**src/rtl/rf_writeback_arbiter_if.sv**
```systemverilog
// rf_writeback_arbiter_if: execute/memory write-back streams, decode hazard lookup and register file write port.
interface rf_writeback_arbiter_if #(parameter int LQ_AW = 2);
  logic             i_alu_valid;
  logic [4:0]       i_alu_rd;
  logic [31:0]      i_alu_data;
  logic             i_ld_valid;
  logic             o_ld_ready;
  logic [4:0]       i_ld_rd;
  logic [31:0]      i_ld_data;
  logic             i_issue_valid;
  logic [4:0]       i_issue_rd;
  logic [4:0]       i_rs1_raddr;
  logic [4:0]       i_rs2_raddr;
  logic             o_rs1_busy;
  logic             o_rs2_busy;
  logic             o_rd_wen;
  logic [4:0]       o_rd_waddr;
  logic [31:0]      o_rd_wdata;
  logic [LQ_AW:0]   o_lq_count;
  modport master (
    output i_alu_valid, i_alu_rd, i_alu_data, i_ld_valid, i_ld_rd, i_ld_data,
           i_issue_valid, i_issue_rd, i_rs1_raddr, i_rs2_raddr,
    input  o_ld_ready, o_rs1_busy, o_rs2_busy, o_rd_wen, o_rd_waddr, o_rd_wdata, o_lq_count
  );
  modport slave (
    input  i_alu_valid, i_alu_rd, i_alu_data, i_ld_valid, i_ld_rd, i_ld_data,
           i_issue_valid, i_issue_rd, i_rs1_raddr, i_rs2_raddr,
    output o_ld_ready, o_rs1_busy, o_rs2_busy, o_rd_wen, o_rd_waddr, o_rd_wdata, o_lq_count
  );
endinterface

```
**src/rtl/rf_writeback_arbiter.sv**
```systemverilog
// rf_writeback_arbiter: merges ALU results and queued load responses onto one register file write port,
// tracking outstanding loads so decode can stall on RAW hazards.
module rf_writeback_arbiter #(
  parameter int LQ_DEPTH = 4,
  parameter int LQ_AW    = 2
) (
  input logic i_clk,
  input logic i_rst,
  rf_writeback_arbiter_if.slave bus
);
  logic [4:0]       r_lq_rd   [LQ_DEPTH];
  logic [31:0]      r_lq_data [LQ_DEPTH];
  logic [LQ_AW-1:0] r_wptr;
  logic [LQ_AW-1:0] r_rptr;
  logic [LQ_AW:0]   r_count;
  logic [31:0]      r_pending;
  logic             r_wen;
  logic [4:0]       r_waddr;
  logic [31:0]      r_wdata;
  logic             w_ready;
  logic             w_alu_req;
  logic             w_accept;
  logic             w_push;
  logic             w_pop;
  logic [31:0]      w_set;
  logic [31:0]      w_clr;
  assign w_ready   = r_count != (LQ_AW+1)'(LQ_DEPTH);
  assign w_alu_req = bus.i_alu_valid && bus.i_alu_rd != 5'd0;
  assign w_accept  = bus.i_ld_valid && w_ready;
  assign w_push    = w_accept && bus.i_ld_rd != 5'd0;
  assign w_pop     = !w_alu_req && r_count != '0;
  assign w_set     = bus.i_issue_valid ? 32'd1 << bus.i_issue_rd : 32'd0;
  assign w_clr     = w_pop ? 32'd1 << r_lq_rd[r_rptr] : 32'd0;
  always_ff @(posedge i_clk)
    if (w_push) begin
      r_lq_rd[r_wptr]   <= bus.i_ld_rd;
      r_lq_data[r_wptr] <= bus.i_ld_data;
    end
  always_ff @(posedge i_clk or posedge i_rst)
    if (i_rst) begin
      r_wptr    <= '0;
      r_rptr    <= '0;
      r_count   <= '0;
      r_pending <= '0;
      r_wen     <= 1'b0;
      r_waddr   <= '0;
      r_wdata   <= '0;
    end else begin
      r_wptr    <= r_wptr + LQ_AW'(w_push);
      r_rptr    <= r_rptr + LQ_AW'(w_pop);
      r_count   <= r_count + (LQ_AW+1)'(w_push) - (LQ_AW+1)'(w_pop);
      // set is applied after clear: a newly issued load to the same rd keeps it busy
      r_pending <= ((r_pending & ~w_clr) | w_set) & ~32'd1;
      r_wen     <= w_alu_req || w_pop;
      if (w_alu_req) begin
        r_waddr <= bus.i_alu_rd;
        r_wdata <= bus.i_alu_data;
      end else if (w_pop) begin
        r_waddr <= r_lq_rd[r_rptr];
        r_wdata <= r_lq_data[r_rptr];
      end
    end
  assign bus.o_ld_ready = w_ready;
  assign bus.o_lq_count = r_count;
  assign bus.o_rs1_busy = r_pending[bus.i_rs1_raddr];
  assign bus.o_rs2_busy = r_pending[bus.i_rs2_raddr];
  assign bus.o_rd_wen   = r_wen;
  assign bus.o_rd_waddr = r_waddr;
  assign bus.o_rd_wdata = r_wdata;
endmodule

```
**src/flat_wrapper.sv**
```systemverilog
// flat-port wrapper written by rule: the top's interface ports become plain ports
module rf_writeback_arbiter_flat 
#(
  parameter int LQ_DEPTH = 4,
  parameter int LQ_AW    = 2
)
  (i_clk, i_rst, bus_i_alu_valid, bus_i_alu_rd, bus_i_alu_data, bus_i_ld_valid, bus_i_ld_rd, bus_i_ld_data, bus_i_issue_valid, bus_i_issue_rd, bus_i_rs1_raddr, bus_i_rs2_raddr, bus_o_ld_ready, bus_o_rs1_busy, bus_o_rs2_busy, bus_o_rd_wen, bus_o_rd_waddr, bus_o_rd_wdata, bus_o_lq_count);
  rf_writeback_arbiter_if #(.LQ_AW(LQ_AW)) bus_i ();
  input logic i_clk;
  input logic i_rst;
  input wire logic [$bits(bus_i.i_alu_valid)-1:0] bus_i_alu_valid;
  input wire logic [$bits(bus_i.i_alu_rd)-1:0] bus_i_alu_rd;
  input wire logic [$bits(bus_i.i_alu_data)-1:0] bus_i_alu_data;
  input wire logic [$bits(bus_i.i_ld_valid)-1:0] bus_i_ld_valid;
  input wire logic [$bits(bus_i.i_ld_rd)-1:0] bus_i_ld_rd;
  input wire logic [$bits(bus_i.i_ld_data)-1:0] bus_i_ld_data;
  input wire logic [$bits(bus_i.i_issue_valid)-1:0] bus_i_issue_valid;
  input wire logic [$bits(bus_i.i_issue_rd)-1:0] bus_i_issue_rd;
  input wire logic [$bits(bus_i.i_rs1_raddr)-1:0] bus_i_rs1_raddr;
  input wire logic [$bits(bus_i.i_rs2_raddr)-1:0] bus_i_rs2_raddr;
  output wire logic [$bits(bus_i.o_ld_ready)-1:0] bus_o_ld_ready;
  output wire logic [$bits(bus_i.o_rs1_busy)-1:0] bus_o_rs1_busy;
  output wire logic [$bits(bus_i.o_rs2_busy)-1:0] bus_o_rs2_busy;
  output wire logic [$bits(bus_i.o_rd_wen)-1:0] bus_o_rd_wen;
  output wire logic [$bits(bus_i.o_rd_waddr)-1:0] bus_o_rd_waddr;
  output wire logic [$bits(bus_i.o_rd_wdata)-1:0] bus_o_rd_wdata;
  output wire logic [$bits(bus_i.o_lq_count)-1:0] bus_o_lq_count;
  assign bus_i.i_alu_valid = bus_i_alu_valid;
  assign bus_i.i_alu_rd = bus_i_alu_rd;
  assign bus_i.i_alu_data = bus_i_alu_data;
  assign bus_i.i_ld_valid = bus_i_ld_valid;
  assign bus_i.i_ld_rd = bus_i_ld_rd;
  assign bus_i.i_ld_data = bus_i_ld_data;
  assign bus_i.i_issue_valid = bus_i_issue_valid;
  assign bus_i.i_issue_rd = bus_i_issue_rd;
  assign bus_i.i_rs1_raddr = bus_i_rs1_raddr;
  assign bus_i.i_rs2_raddr = bus_i_rs2_raddr;
  assign bus_o_ld_ready = bus_i.o_ld_ready;
  assign bus_o_rs1_busy = bus_i.o_rs1_busy;
  assign bus_o_rs2_busy = bus_i.o_rs2_busy;
  assign bus_o_rd_wen = bus_i.o_rd_wen;
  assign bus_o_rd_waddr = bus_i.o_rd_waddr;
  assign bus_o_rd_wdata = bus_i.o_rd_wdata;
  assign bus_o_lq_count = bus_i.o_lq_count;
  rf_writeback_arbiter #(.LQ_DEPTH(LQ_DEPTH), .LQ_AW(LQ_AW)) u_core (.i_clk(i_clk), .i_rst(i_rst), .bus(bus_i));
endmodule
```
**config.mk**
```make
export PLATFORM = sky130hd
export DESIGN_NAME = rf_writeback_arbiter_flat
export DESIGN_NICKNAME = d
export VERILOG_FILES = /design/src/rtl/rf_writeback_arbiter_if.sv /design/src/rtl/rf_writeback_arbiter.sv /design/src/flat_wrapper.sv
export SDC_FILE = /design/constraint.sdc
export NUM_CORES = 1
export LEC_CHECK = 0
export CORE_MARGIN = 3
export CORE_UTILIZATION = 44
export DETAILED_ROUTE_END_ITERATION = 10
export HOLD_SLACK_MARGIN = 0.08
export PLACE_DENSITY = 0.7
export SETUP_SLACK_MARGIN = 0.4
export SLEW_MARGIN = 10
export SYNTH_ARGS = -nofsm -noshare
export SYNTH_HDL_FRONTEND = slang
export SYNTH_SLANG_ARGS = --single-unit
```
**constraint.sdc**
```tcl
create_clock -name i_clk -period 4.9 [get_ports i_clk]
set_input_delay 0.735 -clock i_clk [delete_from_list [all_inputs] [get_ports i_clk]]
set_output_delay 0.735 -clock i_clk [all_outputs]
set_load 0.05 [all_outputs]
```
==> metrics.md, run 1 <==
| Metric | Value |
|---|---|
| Outcome | `complete, no violations` |
| Most common cell on crit path | `clkdlybuf4s50_1` |
| Initial Util | `0.454` |
| Synthesized flop and latch total | `224` |
| Max-cap violation count | `0` |
| CP Class | `primary input to output port` |
| GP Congestion | `0.903` |
| WHS Path Cells | `2` |
| EDFF count, synth | `148` |
| CP arrival | `3.55 ns` |
| Final hold viol count | `0` |
| Routed len/inst | `21.5 um` |
| CTS clk-pin slew, worst paths | `0.06 ns` |
| Ys async rst share | `0.339` |
| DRC | `0` |
| PD cells | `618 nW/um^2` |
| Sequential cell area fraction in the yosys report | `0.680` |
| Top cell family by delay on the critical path | `buffers and inverters` |
| Syn_area_per_cell | `16.6 um^2` |
| Critical Path End | `bus_o_rs1_busy` |
| Top Ports | `138` |
| Synth cell types | `43` |
| First-pass GRT wire length | `33900 um` |
| Lkg Pwr | `4.07 nW` |
| R2R Path End | `u_core.bus.o_lq_count[2]` |
| Slew Limit Fails | `0` |
| Worst setup path startpoint | `bus_i_rs1_raddr[1]` |
| Largest net degree at the start of global routing | `74` |
| # hold bufs at CTS | `0` |
| Synth top cells by count | `148 x edfxtp_1, 76 x dfrtp_1, 51 x mux4_2, 37 x nor2_1` |
| Antenna violations before repair | `1` |
| Placeable Area | `20600 um^2` |
| Clock Skew | `0.00681 ns` |
| Die height | `152 um` |
| Synth warn | `0` |
| Reg2reg start | `u_core.bus.o_lq_count[1]` |
| Bufs on Longest Clock Path | `3` |
| Worst hold path type | `flop to flop` |
| Fill count | `1629` |
| Vias | `5602` |
| Setup bufs post-CTS | `0` |
| HPWL after detailed placement | `13900 um` |
| Site row count | `52` |
| Actual slew at the worst max-slew pin | `1.02 ns` |
| Skew-Pair Late Insertion Delay | `0.51 ns` |
| Via/cell ratio | `5.68` |
| Fraction of layout cells with a size suffix above 1 | `0.149` |
| Final worst-path cycle share | `0.875` |
| CTS buffer count | `24` |
| Total overflow reported by the global router | `0` |
| Most frequent cell after synthesis | `edfxtp_1` |
| CP Max Fanout | `9` |
| R2R Setup Slk | `2.08 ns` |
| Number of global-route vias before repair | `6140` |
| TritonCTS clock tree | `done` |
| Max Freq | `0.233 GHz` |
| Final net count | `797` |
| Synth area leaders | `edfxtp_1 48%, dfrtp_1 20%, mux4_2 12%` |
| Layout area overhead | `26.4%` |
| Worst path bufs/invs | `2` |
| Final setup vio count | `0` |
| Cts repair resizes | `0` |
| Crit-path cells | `clkdlybuf4s50_1, mux2_2, a221oi_1, a2111oi_0, or4_1, clkdlybuf4s50_1` |
| Die area | `23000 um^2` |
| CP max stage delay | `0.79 ns` |
| Clock Sinks | `224` |
| Crit end category | `output port` |
| Fin Setup TNS | `0 ns` |
| Mapped cell area | `9330 um^2` |
| Worst hold start | `u_core.bus.o_rd_waddr[4]` |
| Worst reg-to-reg path cell count | `10` |
| CP max-delay cell | `clkdlybuf4s50_1` |
| Drt pass-1 iters | `4` |
| CTS H-tree depth | `1` |
| GRT Util Overall | `0.191` |
| Critical Path Source Type | `primary input` |
| CTS root buffer | `clkbuf_16` |
| Area share of the largest cell type after synthesis | `0.476` |
| Syn Nets | `661` |
| Finished Core Util | `0.574` |
| Port bufs | `137` |
| Fin crit period | `4.29 ns` |
| Critical path depth in cells | `6` |
| Max_slew headroom | `0.322` |
| RSZ-0062 raised after global routing | `no` |
| Post-Syn Instances | `562` |
| Starting DRT DRC Count | `442` |
| CP Data Required Time | `4.16 ns` |
| Top_reg_cell synth | `edfxtp_1` |
| Leading area contributor after synthesis | `edfxtp_1` |
| IR drop worst, VDD | `397 uV` |
| Detail Route Antenna Nets | `0` |
| WL final | `21200 um` |
| Die Span X | `152 um` |
[how the worst min path moves through the flow]
stage                                     to  slack (ns)
global route        u_core.bus.o_rd_waddr[4]        0.57
global placement    u_core.bus.o_rd_waddr[4]        0.51
finish              u_core.bus.o_rd_waddr[4]        0.53
detailed placement  u_core.bus.o_rd_waddr[4]        0.52
floorplan               u_core.r_pending[12]        0.48
CTS                 u_core.bus.o_rd_waddr[4]        0.54
[worst min-delay path: cells and delay by family (launching register included)]
family	cells	cell delay, ns
DFF	1	0.35
and+or+nand+nor	2	0.15
[layout by cell type, fill, tap and decap left out, types with 3 or more instances in the layout]
cell             instances
nor2_1                  37
mux2i_1                 35
bufinv_16                4
nand3b_1                 3
buf_4                    7
mux4_2                  51
mux2_2                   3
clkinv_2                 5
nand4_1                  5
nand3_1                  5
nor2b_1                  4
clkbuf_16               25
inv_1                    7
a21oi_1                 35
nand4b_1                 5
nand2b_1                 6
o21ai_0                 30
clkbuf_1                 5
or4_1                    3
o31ai_1                 32
ha_1                     4
clkdlybuf4s50_1        137
dfrtp_1                 74
edfxtp_1               148
nand2_1                  6
[sequential cells by signal (all words and copies together), names as in the netlist]
name	cells
u_core.r_lq_data	128
u_core.bus.o_rd_wdata	32
u_core.r_pending	31
u_core.r_lq_rd	20
u_core.bus.o_rd_waddr	5
u_core.bus.o_lq_count	3
u_core.r_rptr	2
u_core.r_wptr	2
u_core.bus.o_rd_wen	1
[final cells by class]
| cell class | count | area, um^2 | area share |
|---|---|---|---|
| antenna | 1 | 2.50 | 0.000212 |
| clock buffer | 30 | 644 | 0.0546 |
| clock inverter | 14 | 180 | 0.0153 |
| inverter | 8 | 31.3 | 0.00265 |
| multi-input combinational | 296 | 2830 | 0.240 |
| sequential | 224 | 6350 | 0.538 |
| tap | 270 | 338 | 0.0286 |
| timing repair buffer | 144 | 1420 | 0.121 |
[metrics by stage]
step,worst slack [ns],std cells,hold WS (ns),power (mW),instance area [um^2]
2_1_floorplan,0.187,562,0.477,4.64,9330
3_3_place_gp,0.713,942,0.514,5.39,11000
3_5_place_dp,0.603,942,0.522,5.48,11000
4_1_cts,0.592,986,0.535,7.36,11800
5_1_grt,0.461,986,0.574,7.67,11800
6_report,0.612,987,0.530,7.29,11800
[power by group]
part | total (mW) | switching (mW) | internal, mW
sequential | 2.98 | 0.409 | 2.57
clock | 1.86 | 0.714 | 1.15
combinational | 2.45 | 1.39 | 1.06
[routing by layer]
layer,vias to the layer above,GRT usage,share of wire
met2,187,0.318,0.50
li1,2511,-,-
met1,2868,0.253,0.40
met3,34,0.0467,0.075
met4,2,0.0548,0.020
met5,-,0,0.00061
[kinds of logic (layout without fill, tap and decap cells)]
kind of cell,after synthesis,after routing,share of synthesized area
AOI/OAI and AO/OA,107,107,0.0700
xor gates and xnor gates,4,4,0.00376
adders and majority gates,5,5,0.00751
buffers and inverters,42,196,0.0200
DFF,224,224,0.680
muxes,89,89,0.164
other,0,1,0
and+or+nand+nor,91,91,0.0543
Power figures use the tool's default switching activity.
==> run 2, diff against run 1 <==
- CAP_MARGIN: default -> 20
==> results of run 2 <==
No change in the layout: final DEF, timing and power equal those of run 1.
